[config.mk]
export PLATFORM = sky130hd
export DESIGN_NAME = jt49_wrsched_flat
export DESIGN_NICKNAME = d
export VERILOG_FILES = /design/src/rtl/jt49_wrsched_if.sv /design/src/rtl/jt49_wrsched.sv /design/src/flat_wrapper.sv
export SDC_FILE = /design/constraint.sdc
export NUM_CORES = 1
export LEC_CHECK = 0
export ABC_AREA = 0
export BUFFER_PORTS_ARGS = -buffer_cell sky130_fd_sc_hd__clkbuf_2
export CORE_ASPECT_RATIO = 1.4
export CORE_MARGIN = 2
export CORE_UTILIZATION = 40
export DETAILED_ROUTE_END_ITERATION = 16
export MAX_ROUTING_LAYER = met4
export PLACE_DENSITY = 0.64
export SYNTH_ARGS = -nofsm -noshare
export SYNTH_HDL_FRONTEND = slang
export SYNTH_SLANG_ARGS = --single-unit
[constraint.sdc]
create_clock -name clk -period 3.4 [get_ports clk]
set_input_delay 0.34 -clock clk [delete_from_list [all_inputs] [get_ports clk]]
set_output_delay 0.34 -clock clk [all_outputs]
set_load 0.03 [all_outputs]
[src/rtl/jt49_wrsched_if.sv]
// Bundle between the write requesters/PSG side and the jt49 write scheduler.
//  a_*/b_*  : requester A (CPU) and B (music player) valid/ready register writes
//  psg_*    : single adr/data_in/wr port towards jt49
//  level    : FIFO occupancy, busy: scheduler has work in flight
// master = requesters + PSG observer, slave = scheduler.
interface jt49_wrsched_if #(
    parameter int unsigned AW = 2
);
    logic          a_valid;
    logic          a_ready;
    logic [3:0]    a_adr;
    logic [7:0]    a_data;
    logic          b_valid;
    logic          b_ready;
    logic [3:0]    b_adr;
    logic [7:0]    b_data;
    logic [3:0]    psg_adr;
    logic [7:0]    psg_din;
    logic          psg_wr;
    logic [AW:0]   level;
    logic          busy;

    modport master (
        output a_valid, a_adr, a_data, b_valid, b_adr, b_data,
        input  a_ready, b_ready, psg_adr, psg_din, psg_wr, level, busy
    );

    modport slave (
        input  a_valid, a_adr, a_data, b_valid, b_adr, b_data,
        output a_ready, b_ready, psg_adr, psg_din, psg_wr, level, busy
    );
endinterface

[src/rtl/jt49_wrsched.sv]
// Write scheduler for the jt49 PSG register port.
// Two requesters are round-robin arbitrated into a 2**AW entry FIFO; entries are
// issued to the PSG one at a time, each write held until a cen edge consumes it,
// followed by GAP idle cen ticks.
//  clk, rst_n : clock, async active-low reset
//  cen        : PSG clock enable (write edge qualifier)
//  flush      : synchronous clear of FIFO, issue FSM, gap and priority
//  bus        : requester handshakes, PSG port, level/busy status (slave side)
module jt49_wrsched #(
    parameter int unsigned AW  = 2,
    parameter int unsigned GAP = 1
) (
    input  logic           clk,
    input  logic           rst_n,
    input  logic           cen,
    input  logic           flush,
    jt49_wrsched_if.slave  bus
);
    localparam int unsigned DEPTH = 2**AW;
    localparam int unsigned EW    = 12;
    localparam int unsigned PW    = AW + 1;
    localparam int unsigned GW    = 4;

    typedef enum logic [1:0] {S_IDLE, S_WR, S_GAPW} state_t;

    state_t          r_state, w_state_nxt;
    logic [EW-1:0]   r_mem [DEPTH];
    logic [PW-1:0]   r_wr_ptr, r_rd_ptr, r_level;
    logic [PW-1:0]   w_wr_ptr_nxt, w_rd_ptr_nxt, w_level_nxt;
    logic [GW-1:0]   r_gap, w_gap_nxt;
    logic [3:0]      r_psg_adr, w_psg_adr_nxt;
    logic [7:0]      r_psg_din, w_psg_din_nxt;
    logic            r_psg_wr, w_psg_wr_nxt;
    logic            r_rr, w_rr_nxt;
    logic            r_busy, w_busy_nxt;
    logic            w_full, w_empty, w_grant_a, w_grant_b, w_push, w_pop;
    logic [EW-1:0]   w_push_data, w_head;

    // FIFO status from registered pointers only; ready never sees the same-edge pop
    assign w_full  = (r_wr_ptr[AW] != r_rd_ptr[AW]) &&
                     (r_wr_ptr[AW-1:0] == r_rd_ptr[AW-1:0]);
    assign w_empty = (r_wr_ptr == r_rd_ptr);
    assign w_head  = r_mem[r_rd_ptr[AW-1:0]];

    // Round-robin grant; r_rr=0 favours A, r_rr=1 favours B
    assign w_grant_a = rst_n & ~w_full & ~flush & bus.a_valid & (~bus.b_valid | ~r_rr);
    assign w_grant_b = rst_n & ~w_full & ~flush & bus.b_valid & (~bus.a_valid |  r_rr);
    assign w_push      = w_grant_a | w_grant_b;
    assign w_push_data = w_grant_a ? {bus.a_adr, bus.a_data} : {bus.b_adr, bus.b_data};

    assign bus.a_ready = w_grant_a;
    assign bus.b_ready = w_grant_b;
    assign bus.psg_adr = r_psg_adr;
    assign bus.psg_din = r_psg_din;
    assign bus.psg_wr  = r_psg_wr;
    assign bus.level   = r_level;
    assign bus.busy    = r_busy;

    // Issue FSM, FIFO pointers and priority: next-state logic
    always_comb begin
        w_state_nxt   = r_state;
        w_gap_nxt     = r_gap;
        w_psg_adr_nxt = r_psg_adr;
        w_psg_din_nxt = r_psg_din;
        w_psg_wr_nxt  = r_psg_wr;
        w_pop         = 1'b0;
        if (flush) begin
            w_state_nxt  = S_IDLE;
            w_psg_wr_nxt = 1'b0;
            w_gap_nxt    = '0;
        end else begin
            case (r_state)
                S_IDLE: begin
                    if (!w_empty) begin
                        w_psg_adr_nxt = w_head[11:8];
                        w_psg_din_nxt = w_head[7:0];
                        w_psg_wr_nxt  = 1'b1;
                        w_pop         = 1'b1;
                        w_state_nxt   = S_WR;
                    end
                end
                S_WR: begin
                    if (cen) begin
                        w_psg_wr_nxt = 1'b0;
                        w_gap_nxt    = GW'(GAP);
                        w_state_nxt  = (GAP != 0) ? S_GAPW : S_IDLE;
                    end
                end
                S_GAPW: begin
                    if (cen) begin
                        w_gap_nxt = r_gap - GW'(1);
                        if (r_gap <= GW'(1)) begin
                            w_gap_nxt   = '0;
                            w_state_nxt = S_IDLE;
                        end
                    end
                end
                default: w_state_nxt = S_IDLE;
            endcase
        end

        w_wr_ptr_nxt = r_wr_ptr + PW'(w_push);
        w_rd_ptr_nxt = r_rd_ptr + PW'(w_pop);
        w_rr_nxt     = r_rr;
        if (w_grant_a) w_rr_nxt = 1'b1;
        if (w_grant_b) w_rr_nxt = 1'b0;
        if (flush) begin
            w_wr_ptr_nxt = '0;
            w_rd_ptr_nxt = '0;
            w_rr_nxt     = 1'b0;
        end
        w_level_nxt = w_wr_ptr_nxt - w_rd_ptr_nxt;
        w_busy_nxt  = (w_state_nxt != S_IDLE) | (w_level_nxt != '0);
    end

    // State registers
    always_ff @(posedge clk or negedge rst_n) begin
        if (!rst_n) begin
            r_state   <= S_IDLE;
            r_gap     <= '0;
            r_psg_adr <= '0;
            r_psg_din <= '0;
            r_psg_wr  <= 1'b0;
            r_wr_ptr  <= '0;
            r_rd_ptr  <= '0;
            r_level   <= '0;
            r_rr      <= 1'b0;
            r_busy    <= 1'b0;
        end else begin
            r_state   <= w_state_nxt;
            r_gap     <= w_gap_nxt;
            r_psg_adr <= w_psg_adr_nxt;
            r_psg_din <= w_psg_din_nxt;
            r_psg_wr  <= w_psg_wr_nxt;
            r_wr_ptr  <= w_wr_ptr_nxt;
            r_rd_ptr  <= w_rd_ptr_nxt;
            r_level   <= w_level_nxt;
            r_rr      <= w_rr_nxt;
            r_busy    <= w_busy_nxt;
        end
    end

    // FIFO storage, no reset needed: pointers define validity
    always_ff @(posedge clk) begin
        if (w_push) r_mem[r_wr_ptr[AW-1:0]] <= w_push_data;
    end
endmodule

[src/flat_wrapper.sv]
// flat-port wrapper written by rule: the top's interface ports become plain ports
module jt49_wrsched_flat 
#(
    parameter int unsigned AW  = 2,
    parameter int unsigned GAP = 1
)
  (clk, rst_n, cen, flush, bus_a_valid, bus_a_adr, bus_a_data, bus_b_valid, bus_b_adr, bus_b_data, bus_a_ready, bus_b_ready, bus_psg_adr, bus_psg_din, bus_psg_wr, bus_level, bus_busy);
  jt49_wrsched_if #(.AW(AW)) bus_i ();
  input  logic clk;
  input  logic rst_n;
  input  logic cen;
  input  logic flush;
  input wire logic [$bits(bus_i.a_valid)-1:0] bus_a_valid;
  input wire logic [$bits(bus_i.a_adr)-1:0] bus_a_adr;
  input wire logic [$bits(bus_i.a_data)-1:0] bus_a_data;
  input wire logic [$bits(bus_i.b_valid)-1:0] bus_b_valid;
  input wire logic [$bits(bus_i.b_adr)-1:0] bus_b_adr;
  input wire logic [$bits(bus_i.b_data)-1:0] bus_b_data;
  output wire logic [$bits(bus_i.a_ready)-1:0] bus_a_ready;
  output wire logic [$bits(bus_i.b_ready)-1:0] bus_b_ready;
  output wire logic [$bits(bus_i.psg_adr)-1:0] bus_psg_adr;
  output wire logic [$bits(bus_i.psg_din)-1:0] bus_psg_din;
  output wire logic [$bits(bus_i.psg_wr)-1:0] bus_psg_wr;
  output wire logic [$bits(bus_i.level)-1:0] bus_level;
  output wire logic [$bits(bus_i.busy)-1:0] bus_busy;
  assign bus_i.a_valid = bus_a_valid;
  assign bus_i.a_adr = bus_a_adr;
  assign bus_i.a_data = bus_a_data;
  assign bus_i.b_valid = bus_b_valid;
  assign bus_i.b_adr = bus_b_adr;
  assign bus_i.b_data = bus_b_data;
  assign bus_a_ready = bus_i.a_ready;
  assign bus_b_ready = bus_i.b_ready;
  assign bus_psg_adr = bus_i.psg_adr;
  assign bus_psg_din = bus_i.psg_din;
  assign bus_psg_wr = bus_i.psg_wr;
  assign bus_level = bus_i.level;
  assign bus_busy = bus_i.busy;
  jt49_wrsched #(.AW(AW), .GAP(GAP)) u_core (.clk(clk), .rst_n(rst_n), .cen(cen), .flush(flush), .bus(bus_i));
endmodule
======== Word-level counts from Yosys, hierarchy flattened ========
Memory sizes are Yosys's and may differ from the RTL's. A register that Yosys moved wholly into a read port is not among the register bits.
Index checks and enable logic that the tools add are counted.
word-level totals
  register bits after elaboration ......... 18
  memory bits (writable) .................. 48
  output and inout port bits .............. 19
  word-level logic and storage cells ...... 75
  memories kept ........................... 1
memory list
  name          depth  bits a word  read ports  clocked after memory_dff  write ports  line                text
  u_core.r_mem  4      12           1           1                         1            jt49_wrsched.sv:27  logic [EW-1:0] r_mem [DEPTH];
operators by class
  add/sub/neg operators ................... 4
  order comparisons ....................... 1
  eq/ne operators ......................... 8
  multiplexer cells ....................... 26
  bitwise gates (word level) .............. 16
  reductions and logical operators ........ 11
operator list
  cell                                                                              count
  4-bit two-way mux                                                                 4
  12-bit two-way mux                                                                1
  3-bit nonzero test                                                                4
  1-bit two-way mux                                                                 11
  2-bit two-way mux                                                                 5
  3-bit != test, second input constant                                              3
  3-bit AND reduction                                                               3
  4-bit one-hot mux with 2 select lines                                             1
  3-bit by 1-bit adder with 3-bit output                                            2
  1-bit AND                                                                         6
  3-bit two-way mux                                                                 2
  1-bit inverter                                                                    6
  2-bit one-hot mux with 3 select lines                                             1
  4-bit by 1-bit less-or-equal comparator with 1-bit output, second input constant  1
  1-bit bitwise OR                                                                  4
  4-bit by 1-bit subtractor with 4-bit output, second input constant                1
  3-bit equality test                                                               1
  3-bit subtractor                                                                  1
  2-bit by 1-bit equality test with 1-bit output, second input constant             1
  2-bit equality test                                                               1
  2-bit equality test, second input constant                                        1
  2-bit zero test                                                                   1
  1-bit one-hot mux with 2 select lines                                             1
  2-bit nonzero test                                                                1
  3 further kinds                                                                   3

======== Longest topological paths before layout ========
  depth in word-level cells ............... 13
  mapped depth ............................ 11
  mapped depth without buffers ............ 10

======== Worst setup path after synthesis ========
No wires, ideal clock.
  path kind ............................... reg-to-reg
  start ................................... reg u_core.r_rd_ptr[2]
  end ..................................... reg u_core.r_busy, in the netlist u_core.bus.busy
  library setup time ...................... 139 ps
  data arrival time ....................... 3028 ps
  required time ........................... 3261 ps
  path slack .............................. 234 ps
  stages on the path, launching flop included .. 12
  buffers on the path ..................... 1
  cells stage by stage .................... dfrtp_1 -> xnor2_2 -> or3b_4 -> nor4b_4 -> buf_4 -> ha_1 -> nor2b_1 -> ha_1 -> inv_1 -> fa_1 -> or2b_2 -> or4_1
RTL lines
  what                                    line                 text
  from (decl)                             jt49_wrsched.sv:28   logic [PW-1:0] r_wr_ptr, r_rd_ptr, r_level;
  from (signal assigned)                  jt49_wrsched.sv:136  r_rd_ptr <= w_rd_ptr_nxt;
  3-bit equality test                     jt49_wrsched.sv:42   assign w_empty = (r_wr_ptr == r_rd_ptr);
  1-bit two-way mux                       jt49_wrsched.sv:74   if (!w_empty) begin
  1-bit two-way mux                       jt49_wrsched.sv:72   case (r_state)
  1-bit two-way mux                       jt49_wrsched.sv:67   if (flush) begin
  3-bit by 1-bit adder with 3-bit output  jt49_wrsched.sv:103  w_rd_ptr_nxt = r_rd_ptr + PW'(w_pop);
  3-bit two-way mux                       jt49_wrsched.sv:107  if (flush) begin
  via u_core.w_rd_ptr_nxt[0]              jt49_wrsched.sv:29   logic [PW-1:0] w_wr_ptr_nxt, w_rd_ptr_nxt, w_level_nxt;
  3-bit subtractor                        jt49_wrsched.sv:112  w_level_nxt = w_wr_ptr_nxt - w_rd_ptr_nxt;
  via u_core.w_level_nxt[1]               jt49_wrsched.sv:29
  3-bit nonzero test                      jt49_wrsched.sv:113  w_busy_nxt = (w_state_nxt != S_IDLE) | (w_level_nxt != '0);
  1-bit bitwise OR                        jt49_wrsched.sv:113
  via u_core.w_busy_nxt                   jt49_wrsched.sv:35   logic r_busy, w_busy_nxt;
  to (signal assigned)                    jt49_wrsched.sv:139  r_busy <= w_busy_nxt;
  to (decl)                               jt49_wrsched.sv:35
The timed path passes the listed nets, and every way through them passes these cells.
A chain may end at the register's enable or synchronous reset.

======== Worst setup path after layout ========
Same ends and word-level chain as after synthesis.

==> flow_summary.toml <==
[die]
rows = 39
core_mm2 = 0.00825
ios = 49
initial_core_util_pct = 41.5
fp.dieH_um = 113
die_area_mm2 = 0.00933
die_w_um = 82.2

[worst_setup_path]
worstPathRequired_ps = 3600
crit_path_start_kind = "flop"
max_stage_delay_ps = 440
crit_chain = "xnor2_2 -> or3b_4 -> nor4b_4 -> ha_1 -> nor2b_1 -> ha_1 -> inv_1 -> fa_1 -> or2b_2 -> or4_1"
r2r_cells = 10
worst-path-buf-inv = 1
timing.rr.start = "u_core.r_rd_ptr[2]"
crit_top_cell = "ha_1"
reg2reg_to = "u_core.bus.busy"
critPathKind = "flop to flop"
cp_max_fo = 3
cp_data_arrival_time_ps = 3280
r2r_slack_ps = 320
cpMaxStageDelayCell = "fa_1"
cp-end-kind = "flop"
cp_top_family = "simple AND/OR/NAND/NOR gates"

[sta]
finalSetupViolCount = 0
slew_violations = 0
max_slew_margin_pct = 54.5
grt_setup_unrepaired = "no"
max_clock_freq_mhz = 325
hold_viol_final = 0
min_period_over_period_pct = 90.6
worstMarginPinSlew_ps = 682
clock_skew_ps = 7.62
fin_crit_ps = 3080
finalWorstSetupSlack_ps = 321

[finish]
mostFrequentLayoutCells = "48 x clkbuf_2, 48 x edfxtp_1, 30 x dfrtp_1"
drive_above_1_share_pct = 44.6
diodes = 0
flow.area_growth_from_synthesis_pct = 20.5
fill_cells = 691
layout.nets = 313
final_cell_area_mm2 = 0.00413

[yosys]
yosys.area.top_type = "edfxtp_1"
synth_edf_count = 48
synth_top_area_share_pct = 42.1
synth_area_leaders = "edfxtp_1 42%, dfrtp_1 22%, mux2_2 7.9%"
syn_area_mm2 = 0.00342
synthArstFlopShare_pct = 38.5
synth_cells = 209
ys_warn_count = 0
synth-seq-area-share_pct = 64.0
ys_types = 41
ys_ff_latch = 78
synth-main-ff-cell = "edfxtp_1"
mappedNetlistNets = 247
avgSynthCellArea_um2 = 16.4

[power_and_ir_drop]
cellPowerDensity_mw_per_mm2 = 657
ir_drop_mv = 0.404
p_leak_uw = 0.00170

[cts]
cts-root-buf = "clkbuf_16"
clock_latency_ps = 330
cts_tree = "done"
clk_path_buf_depth = 2
htreeDepth = 3
cts_buffers = 9
cts-resized-gates = 0
cts.clk_slew.worst_paths_ps = 60
cts_sinks = 78

[placement]
gp_congestion = 0.726
place_ws_ps = -240
io_buffer_count = 48
dpl_cell_area_mm2 = 0.00381
hpwl_mm = 4.15

[detailed_routing]
finalWirelength_mm = 6.33
ant_nets = 0
wl_per_cell_um = 16.6
dr.first_iter.drc_count = 57
vias = 1927
viasPerCell = 5.04
drc = 0
drtPass1Iterations = 4

[global_route]
grt_pass1_wl_mm = 10.1
grt_pass1_vias = 2027
antenna_found_initial = 0
gr-usage-all-layers_pct = 15.7
grt-ovfl-total = 0
grt_max_degree = 31

[min_path]
min-delay-path-class = "input port to async pin"

[run_status]
status = "finished, final reports clean"

[job]
drv_cap = 0
[sequential cells by signal (all words and copies together) (netlist names)]
name                count
u_core.r_gap            4
u_core.r_wr_ptr         3
u_core.r_rr             1
u_core.r_mem           48
u_core.bus.level        3
u_core.bus.psg_wr       1
u_core.bus.psg_adr      4
u_core.r_state          2
u_core.bus.psg_din      8
u_core.bus.busy         1
u_core.r_rd_ptr         3
[layout make-up]
class                           instances  area, um^2  area share, %
Clock inverter                          7        78.8           1.91
Timing Repair Buffer                   64         360           8.74
Clock buffer                            9         225           5.46
Multi-Input combinational cell        113        1110           26.8
Sequential cell                        78        2190           53.1
Tap cell                              102         128           3.09
Inverter                                9        33.8          0.819
[per-stage QoR]
step / hold WS (ps) / util [%] / setup TNS (ps) / std cells / power (uW)
2_1_floorplan: 44.4 / - / 0 / 209 / 1580
5_1_grt: 88.4 / 50.0 / 0 / 382 / 2830
3_3_place_gp: 445 / 46.2 / -135 / 365 / 1750
4_1_cts: 76.3 / 50.0 / 0 / 382 / 2750
3_5_place_dp: 436 / 46.2 / -240 / 365 / 1760
6_report: 57.5 / 50.0 / 0 / 382 / 2710
[synthesized netlist by cell type (all sizes together), types with 4 or more instances]
master,n
dfrtp,30
nand2,5
a21oi,7
inv,9
xnor2,6
mux4,12
mux2,24
o21ai,5
nand2b,5
nor2b,4
nor2,13
buf,5
ha,7
edfxtp,48
[cells by family (layout without fill, tap and decap cells)]
family	count (synthesis)	count (layout)	synth area share, %
flops	78	78	64.0
simple gates	43	43	7.64
mux	36	36	15.8
compound gates	18	18	3.36
buf+inv	18	89	3.80
fa+ha+maj	8	8	3.14
xor+xnor	8	8	2.27
[routing by layer]
layer / vias up / part of all wire [%] / global-route usage, % / wire length [um]
met2: 46 / 57 / 27.4 / 3610
met3: 8 / 3.7 / 3.56 / 237
met5: - / 0 / - / 0
met1: 966 / 38 / 16.6 / 2390
li1: 907 / - / - / -
met4: 0 / 1.5 / 7.00 / 93
[power by group]
| group | switching, uW | leakage, uW | internal, uW | total [uW] |
|---|---|---|---|---|
| clock | 398 | 0.000139 | 576 | 974 |
| sequential | 61.6 | 0.000822 | 1120 | 1180 |
| combinational | 336 | 0.000739 | 220 | 556 |
| total | 796 | 0.00170 | 1910 | 2710 |
[worst max path at each step]
stage | from | endpoint | slack (ps) | cells past startpoint
after detailed placement | u_core.r_rd_ptr[2] | u_core.bus.busy | -240 | 10
after global routing | u_core.r_rd_ptr[2] | u_core.bus.busy | 150 | 10
after floorplan | u_core.r_rd_ptr[2] | u_core.bus.busy | 230 | 11
after CTS | u_core.r_rd_ptr[2] | u_core.bus.busy | 300 | 10
final | u_core.r_rd_ptr[2] | u_core.bus.busy | 320 | 10
after global placement | u_core.r_rd_ptr[2] | u_core.bus.busy | -140 | 10
[repair_timing]
action / in CTS / in global routing
buffers inserted: 1 / 0
hold buffers: 0 / 0
hold endpoints to repair: 0 / 0
endpoints found under the setup margin: 1 / 0
Note: power is estimated with default switching activity, not from simulation.
